$ cat src/rtl/bitstream_pkg.sv
// Shared definitions for the stochastic bitstream generators and decoder:
// the decoder state encoding and the default window width.
package bitstream_pkg;

    localparam int unsigned BS_WIDTH_DEFAULT = 8;

    typedef enum logic [1:0] {
        ST_IDLE   = 2'd0,
        ST_COUNT  = 2'd1,
        ST_RESULT = 2'd2
    } bs_state_e;

endpackage

$ cat src/rtl/bitstream_counter.sv
// Ones counter for one decode window: WIDTH+1 bits so a full window of ones
// is representable, with a saturated WIDTH-bit view of the next count.
module bitstream_counter
    import bitstream_pkg::*;
#(
    parameter int unsigned WIDTH = BS_WIDTH_DEFAULT
) (
    input  logic             clk,
    input  logic             rst,
    input  logic             clr_i,
    input  logic             en_i,
    output logic [WIDTH-1:0] sat_next_o
);

    logic [WIDTH:0] count_q;
    logic [WIDTH:0] count_d;

    // Next count; clear dominates enable so a new window always starts at zero
    always_comb begin
        count_d    = count_q;
        sat_next_o = '0;
        if (clr_i) begin
            count_d = '0;
        end else if (en_i) begin
            count_d = count_q + {{WIDTH{1'b0}}, 1'b1};
        end else begin
            count_d = count_q;
        end
        if (count_d[WIDTH]) begin
            sat_next_o = '1;
        end else begin
            sat_next_o = count_d[WIDTH-1:0];
        end
    end

    // Count register
    always_ff @(posedge clk) begin
        if (rst) begin
            count_q <= '0;
        end else begin
            count_q <= count_d;
        end
    end

endmodule

$ cat src/rtl/bitstream_decoder.sv
// Stochastic-to-binary decoder: counts ones over 2^WIDTH valid samples and
// presents the saturated count under a valid/ready handshake.
module bitstream_decoder
    import bitstream_pkg::*;
#(
    parameter int unsigned WIDTH = BS_WIDTH_DEFAULT
) (
    input  logic             clk,
    input  logic             rst,
    input  logic             start,
    input  logic             bit_valid,
    input  logic             bit_in,
    output logic             busy,
    output logic             out_valid,
    input  logic             out_ready,
    output logic [WIDTH-1:0] value
);

    bs_state_e        state_q, state_d;
    logic [WIDTH-1:0] sample_q, sample_d;
    logic [WIDTH-1:0] value_q, value_d;
    logic             busy_q, out_valid_q;
    logic             start_ok_s;
    logic             last_sample_s;
    logic             ones_en_s;
    logic [WIDTH-1:0] ones_sat_next_s;

    bitstream_counter #(.WIDTH(WIDTH)) u_ones (
        .clk        (clk),
        .rst        (rst),
        .clr_i      (start_ok_s),
        .en_i       (ones_en_s),
        .sat_next_o (ones_sat_next_s)
    );

    // Next-state, sample counter and result capture
    always_comb begin
        state_d       = state_q;
        sample_d      = sample_q;
        value_d       = value_q;
        start_ok_s    = start && ((state_q == ST_IDLE) ||
                                  ((state_q == ST_RESULT) && out_ready));
        last_sample_s = (state_q == ST_COUNT) && bit_valid && (sample_q == '1);
        ones_en_s     = (state_q == ST_COUNT) && bit_valid && bit_in;

        case (state_q)
            ST_IDLE: begin
                if (start) begin
                    state_d = ST_COUNT;
                end else begin
                    state_d = ST_IDLE;
                end
            end
            ST_COUNT: begin
                if (last_sample_s) begin
                    state_d = ST_RESULT;
                end else begin
                    state_d = ST_COUNT;
                end
            end
            ST_RESULT: begin
                if (out_ready && start) begin
                    state_d = ST_COUNT;
                end else if (out_ready) begin
                    state_d = ST_IDLE;
                end else begin
                    state_d = ST_RESULT;
                end
            end
            default: begin
                state_d = ST_IDLE;
            end
        endcase

        // The Nth sample wraps the counter to zero exactly as the window closes
        if (start_ok_s) begin
            sample_d = '0;
        end else if ((state_q == ST_COUNT) && bit_valid) begin
            sample_d = sample_q + {{(WIDTH-1){1'b0}}, 1'b1};
        end else begin
            sample_d = sample_q;
        end

        if (last_sample_s) begin
            value_d = ones_sat_next_s;
        end else begin
            value_d = value_q;
        end
    end

    // State, counters and registered outputs
    always_ff @(posedge clk) begin
        if (rst) begin
            state_q     <= ST_IDLE;
            sample_q    <= '0;
            value_q     <= '0;
            busy_q      <= 1'b0;
            out_valid_q <= 1'b0;
        end else begin
            state_q     <= state_d;
            sample_q    <= sample_d;
            value_q     <= value_d;
            busy_q      <= (state_d == ST_COUNT);
            out_valid_q <= (state_d == ST_RESULT);
        end
    end

    assign busy      = busy_q;
    assign out_valid = out_valid_q;
    assign value     = value_q;

endmodule

$ cat config.mk
export PLATFORM = sky130hd
export DESIGN_NAME = bitstream_decoder
export DESIGN_NICKNAME = d
export VERILOG_FILES = /design/src/rtl/bitstream_pkg.sv /design/src/rtl/bitstream_counter.sv /design/src/rtl/bitstream_decoder.sv
export SDC_FILE = /design/constraint.sdc
export NUM_CORES = 1
export LEC_CHECK = 0
export ABC_AREA = 1
export CAP_MARGIN = 20
export CORE_MARGIN = 5
export CORE_UTILIZATION = 54
export CTS_CLUSTER_DIAMETER = 50
export DETAILED_ROUTE_END_ITERATION = 8
export PLACE_DENSITY = 0.87
export SYNTH_ARGS = -nofsm -noshare
export SYNTH_HDL_FRONTEND = slang
export SYNTH_HIERARCHICAL = 1
export SYNTH_SLANG_ARGS = --single-unit
$ cat constraint.sdc
create_clock -name clk -period 2.1 [get_ports clk]
set_clock_uncertainty 0.1 [all_clocks]
set_input_delay 0.21 -clock clk [delete_from_list [all_inputs] [get_ports clk]]
set_output_delay 0.21 -clock clk [all_outputs]
set_load 0.03 [all_outputs]
* Yosys cells after proc, flatten, opt, wreduce, memory -nomap -nowiden *
Index checks and enable logic that the tools add are counted.

storage, ports and cells
  word-level logic and storage cells = 30
  bits in registers = 29
  output and inout bits = 10
  bits of input ports = 6

cells by class
  mux-type cells = 8
  add/sub/neg operators = 2
  reduce and logical (&&, ||, !) cells = 9
  equality and inequality tests = 5

operators with widths
  operator                                                          number
  9-bit two-way mux                                                 2
  9-bit by 1-bit adder with 9-bit output (second input constant)    1
  8-bit by 1-bit adder with 8-bit output (second input constant)    1
  8-bit == test (second input constant)                             1
  8-bit two-way mux                                                 1
  1-bit logical AND                                                 6
  2-bit two-way mux                                                 3
  2-bit case mux with 3 select lines                                1
  2-bit by 1-bit == test with 1-bit output (second input constant)  2
  2-bit == test (second input constant)                             2
  2-bit logical NOT                                                 1
  2-bit OR reduction                                                1
  1-bit logical OR                                                  1
  1-bit two-way mux                                                 1

* Longest topological paths before layout *
  depth in word-level cells = 6
  depth in mapped cells = 11

* Modules after synthesis *
Netlist, hierarchy kept.

by module, submodules not included
  module             times used  area an instance (sq um)  cells each  sequential area each (sq um)
  bitstream_decoder  1           922.1                     114         400.4
  bitstream_counter  1           504.2                     79          180.2

* Worst setup path before layout *
OpenSTA, ideal clock, no wires.

  path type = register to register
  start = reg state_q[1]
  end = reg value_q[0] (netlist: value[0])
  data arrival time = 1580 ps
  data required time = 1868 ps
  path slack = 288 ps
  clock period less this slack = 1812 ps
  stages on the path, launching flop included = 11
  path through = dfxtp_1 inv_1 nand3_4 nor2_1 nand2_2 nor2_4 nand3_1 nand3_4 nand2_1 nand4_1 a21oi_1

on the way
  longest elaborated chain between the ends = 6
  elaborated cells between the ends (all ways) = 12

RTL lines
  what                                      line                      text
  from (decl)                               bitstream_decoder.sv:19   bs_state_e state_q, state_d;
  from (signal assigned)                    bitstream_decoder.sv:100  state_q <= state_d;
  2-bit by 1-bit == test with 1-bit output  bitstream_decoder.sv:44   ones_en_s = (state_q == ST_COUNT) && bit_valid && bit_in;
  1-bit logical AND (2 in series)           bitstream_decoder.sv:44
  named net ones_en_s                       bitstream_decoder.sv:25   logic ones_en_s;
  9-bit two-way mux                         bitstream_counter.sv:24   end else if (en_i) begin
  9-bit two-way mux                         bitstream_counter.sv:22   if (clr_i) begin
  8-bit two-way mux                         bitstream_counter.sv:29   if (count_d[WIDTH]) begin
  named net ones_sat_next_s[0]              bitstream_decoder.sv:26   logic [WIDTH-1:0] ones_sat_next_s;
  to (signal assigned)                      bitstream_decoder.sv:102  value_q <= value_d;
  to (decl)                                 bitstream_decoder.sv:21   logic [WIDTH-1:0] value_q, value_d;

The timed path passes the listed nets, and every way through them passes these cells.
A chain may end at the register's enable or synchronous reset.

* Worst setup path in the final report *
  start = reg state_q[1]
  end = reg value_q[2] (netlist: value[2])

Same word-level chain as after synthesis.

==> reports/metrics.cfg <==
[synth]
yosysTopAreaCellShare_pct = 40.7
muxShareOfSynthArea_pct = 0
yosys_warnings = 6
seq_area_frac_synth_pct = 40.7
synth_compound_area_share_pct = 8.60
syn_inst = 193
yosysUniqueCellTypes = 23
synthAdderAreaFrac_pct = 1.75
async_flop_share_pct = 0
ys_ff_latch = 29
synth_edf_count = 0
synth_top_area_cell = dfxtp_1
synth.avg_cell_area_um2 = 7.39
synth-xor-area-share_pct = 0
synth_flop_cell = dfxtp_1
syn-cell-area_mm2 = 0.00143
synthesis.nets = 201
synth_area_leaders = dfxtp_1 (41%), nand2_1 (12%), a21oi_1 (7.0%), inv_1 (5.8%), nor2_1 (5.5%)
yosys.area_share.simple_pct = 41.2
synth_top_family_by_area = simple AND/OR/NAND/NOR gates

[drt]
drt-total-wl_um = 2880
drc = 0
drt_iter0_markers = 49
postRouteAntennaNets = 0
vias = 1337
routed_wire_length_per_instance_um = 11.7
firstDrtPassIters = 4
viasPerCell = 5.41

[sta]
worst_slew_pin_slew_ns = 0.327
setup_tns_ns = 0
hold_violations = 0
fmax_ghz = 0.551
min_period_ns = 1.82
maxSlewViolCount = 0
grt_setup_unrepaired = false
fin_ws_ns = 0.284
finalCritPeriodShare_pct = 86.5
setup_viol = 0
slew_headroom_pct = 77.9

[power]
combPwrFrac_pct = 6.5
ir_drop_uv = 500
power.switching_uw = 233
internal_power_uw = 775
clkPwrFrac_pct = 38.0
p_sw_share_pct = 23.1
p_leak_nw = 0.722
seqPwrFrac_pct = 55.4
power_density_mw_per_mm2 = 595

[placed_design]
post-place-ws_ns = 0.0418
io_buffers = 15
place_hpwl_um = 2120
place_congestion = 0.882

[critical_path]
critPathTopFamily = simple AND/OR/NAND/NOR gates
cp_max_fo = 9
arrival_ns = 1.97
worstPathRequired_ns = 2.26
cp_slowest_cell = dfxtp_1
crit_path_end_kind = flip-flop
criticalPathCategory = reg2reg
crit_chain = inv_1, nand3_4, nor2_1, nand2_2, nor2_4, nand2_2, nand2_2, nand3_4, nand2_1, nand4_1, a21oi_1
cp_num_buf_inv = 1
crit_path_max_incr_delay_ns = 0.33
cp-start-kind = flip-flop
crit_top_cell = nand2_2

[clock_network]
htree_levels = 2
cts-root-buf = clkbuf_4
cts_setup_buffers = 0
cts_buffers = 5
path_clk_slew_ns = 0.09
cts_resized = 0
clkSinkCount = 29
worstSkewPairLatency_ns = 0.33
cts_tree = built
clock_path_buffers = 2
holdBufCountCts = 0

[floorplanning]
rows = 18
die_y_um = 61.4
io_pins = 16
initial_core_util_pct = 57.1
core-area_mm2 = 0.00250
die_w_um = 61.4
die_area_mm2 = 0.00377

[grt]
grt_pass1_vias = 1202
antenna_found_initial = 0
grt_pass1_wl_um = 5000
overflow = 0
grt_max_degree = 22
global_route.usage.total_pct = 17.9

[final_layout]
drive_gt1_share_pct = 13.8
diodes = 0
synthToLayoutAreaGrowth_pct = 18.9
num-nets-final = 224
n_fill_cell = 213

[worst_hold_path]
hp-class = reg2reg

[run_status]
outcome = finished, final reports clean

[run]
maxCapViolations = 0

final cells by class:
type / count / area (µm²) / share of cell area [%]
inverters: 23 / 91.3 / 5.39
multi-input cells: 138 / 736 / 43.4
repair buffers: 19 / 180 / 10.6
flip-flops and latches: 29 / 581 / 34.2
well taps: 30 / 37.5 / 2.21
clock buffers: 7 / 65.1 / 3.84
clock inverters: 1 / 5.00 / 0.295
per-layer routing:
layer / vias to the layer above / track usage [%] / wire (µm)
met5: - / 0 / 0
met4: 0 / 8.48 / 69
met3: 8 / 4.61 / 176
met2: 37 / 29.6 / 1390
met1: 616 / 21.8 / 1250
li1: 676 / - / -
cells by family after synthesis:
group           count (synthesis)
buf+inv                        26
simple gates                  112
compound gates                 24
flops                          29
fa+ha+maj                       2
placed cells by master (no fill, tap or decap), types with 3 or more instances in the layout:
| cell | count |
|---|---|
| nand4_1 | 10 |
| inv_1 | 22 |
| nor2_1 | 21 |
| nand2_1 | 47 |
| clkdlybuf4s50_1 | 15 |
| o21ai_0 | 3 |
| clkbuf_4 | 5 |
| nand3_1 | 12 |
| a21oi_1 | 20 |
| buf_4 | 4 |
| nand2_2 | 5 |
| nand3_4 | 3 |
| nor2_2 | 3 |
| dfxtp_1 | 29 |
Yosys cell counts (2+ instances only):
master and number:
nand3_4 3, nand2_2 5, o21ai_0 3, nor3_1 2, nand4_1 10, ha_1 2
nor2_1 21, dfxtp_1 29, inv_1 22, nor2_2 3, nand3b_1 2, nor2_4 2
nor2_8 2, or2_2 2, a21oi_1 20, nand2_1 47, nand3_1 12
through the flow:
step	util (%)	area, µm²	power, mW	hold WS (ns)	cells
after floorplan	-	1430	0.609	0.179	193
after global placement	65.0	1630	0.636	0.350	239
after detailed placement	65.0	1630	0.637	0.352	239
after CTS	67.8	1700	1.02	0.365	247
after global routing	67.8	1700	1.05	0.394	247
final	67.8	1700	1.01	0.361	247
sequential cells by signal, indices dropped and copies added (netlist names):
name            cells
out_valid           1
value               8
busy                1
u_ones/count_q      9
sample_q            8
state_q             2
power by group through the flow:
stage          logic, mW  registers (mW)  clock network, mW
3_5_place_dp      0.0655           0.572                  0
6_report          0.0660           0.559              0.383
4_1_cts           0.0660           0.559              0.396
2_1_floorplan     0.0344           0.574                  0
5_1_grt           0.0734           0.560              0.421
3_3_place_gp      0.0649           0.572                  0
final timing paths:
kind / slack [ns] / depth (start not counted) / from / end
setup / recovery: 0.28 / 11 / state_q[1] / value[2]
hold reg to reg: 0.36 / 2 / value[7] / value[7]
setup reg to reg: 0.28 / 11 / state_q[1] / value[2]
hold / removal: 0.36 / 2 / value[7] / value[7]
worst register-to-register path: stages, from the launching register on:
cell     delay (ns)
dfxtp_1        0.33
inv_1          0.14
nand3_4        0.09
nor2_1         0.19
nand2_2        0.11
nor2_4         0.17
nand2_2        0.07
nand2_2        0.08
nand3_4        0.12
nand2_1        0.09
nand4_1        0.11
a21oi_1        0.15
Power figures use the tool's default switching activity.
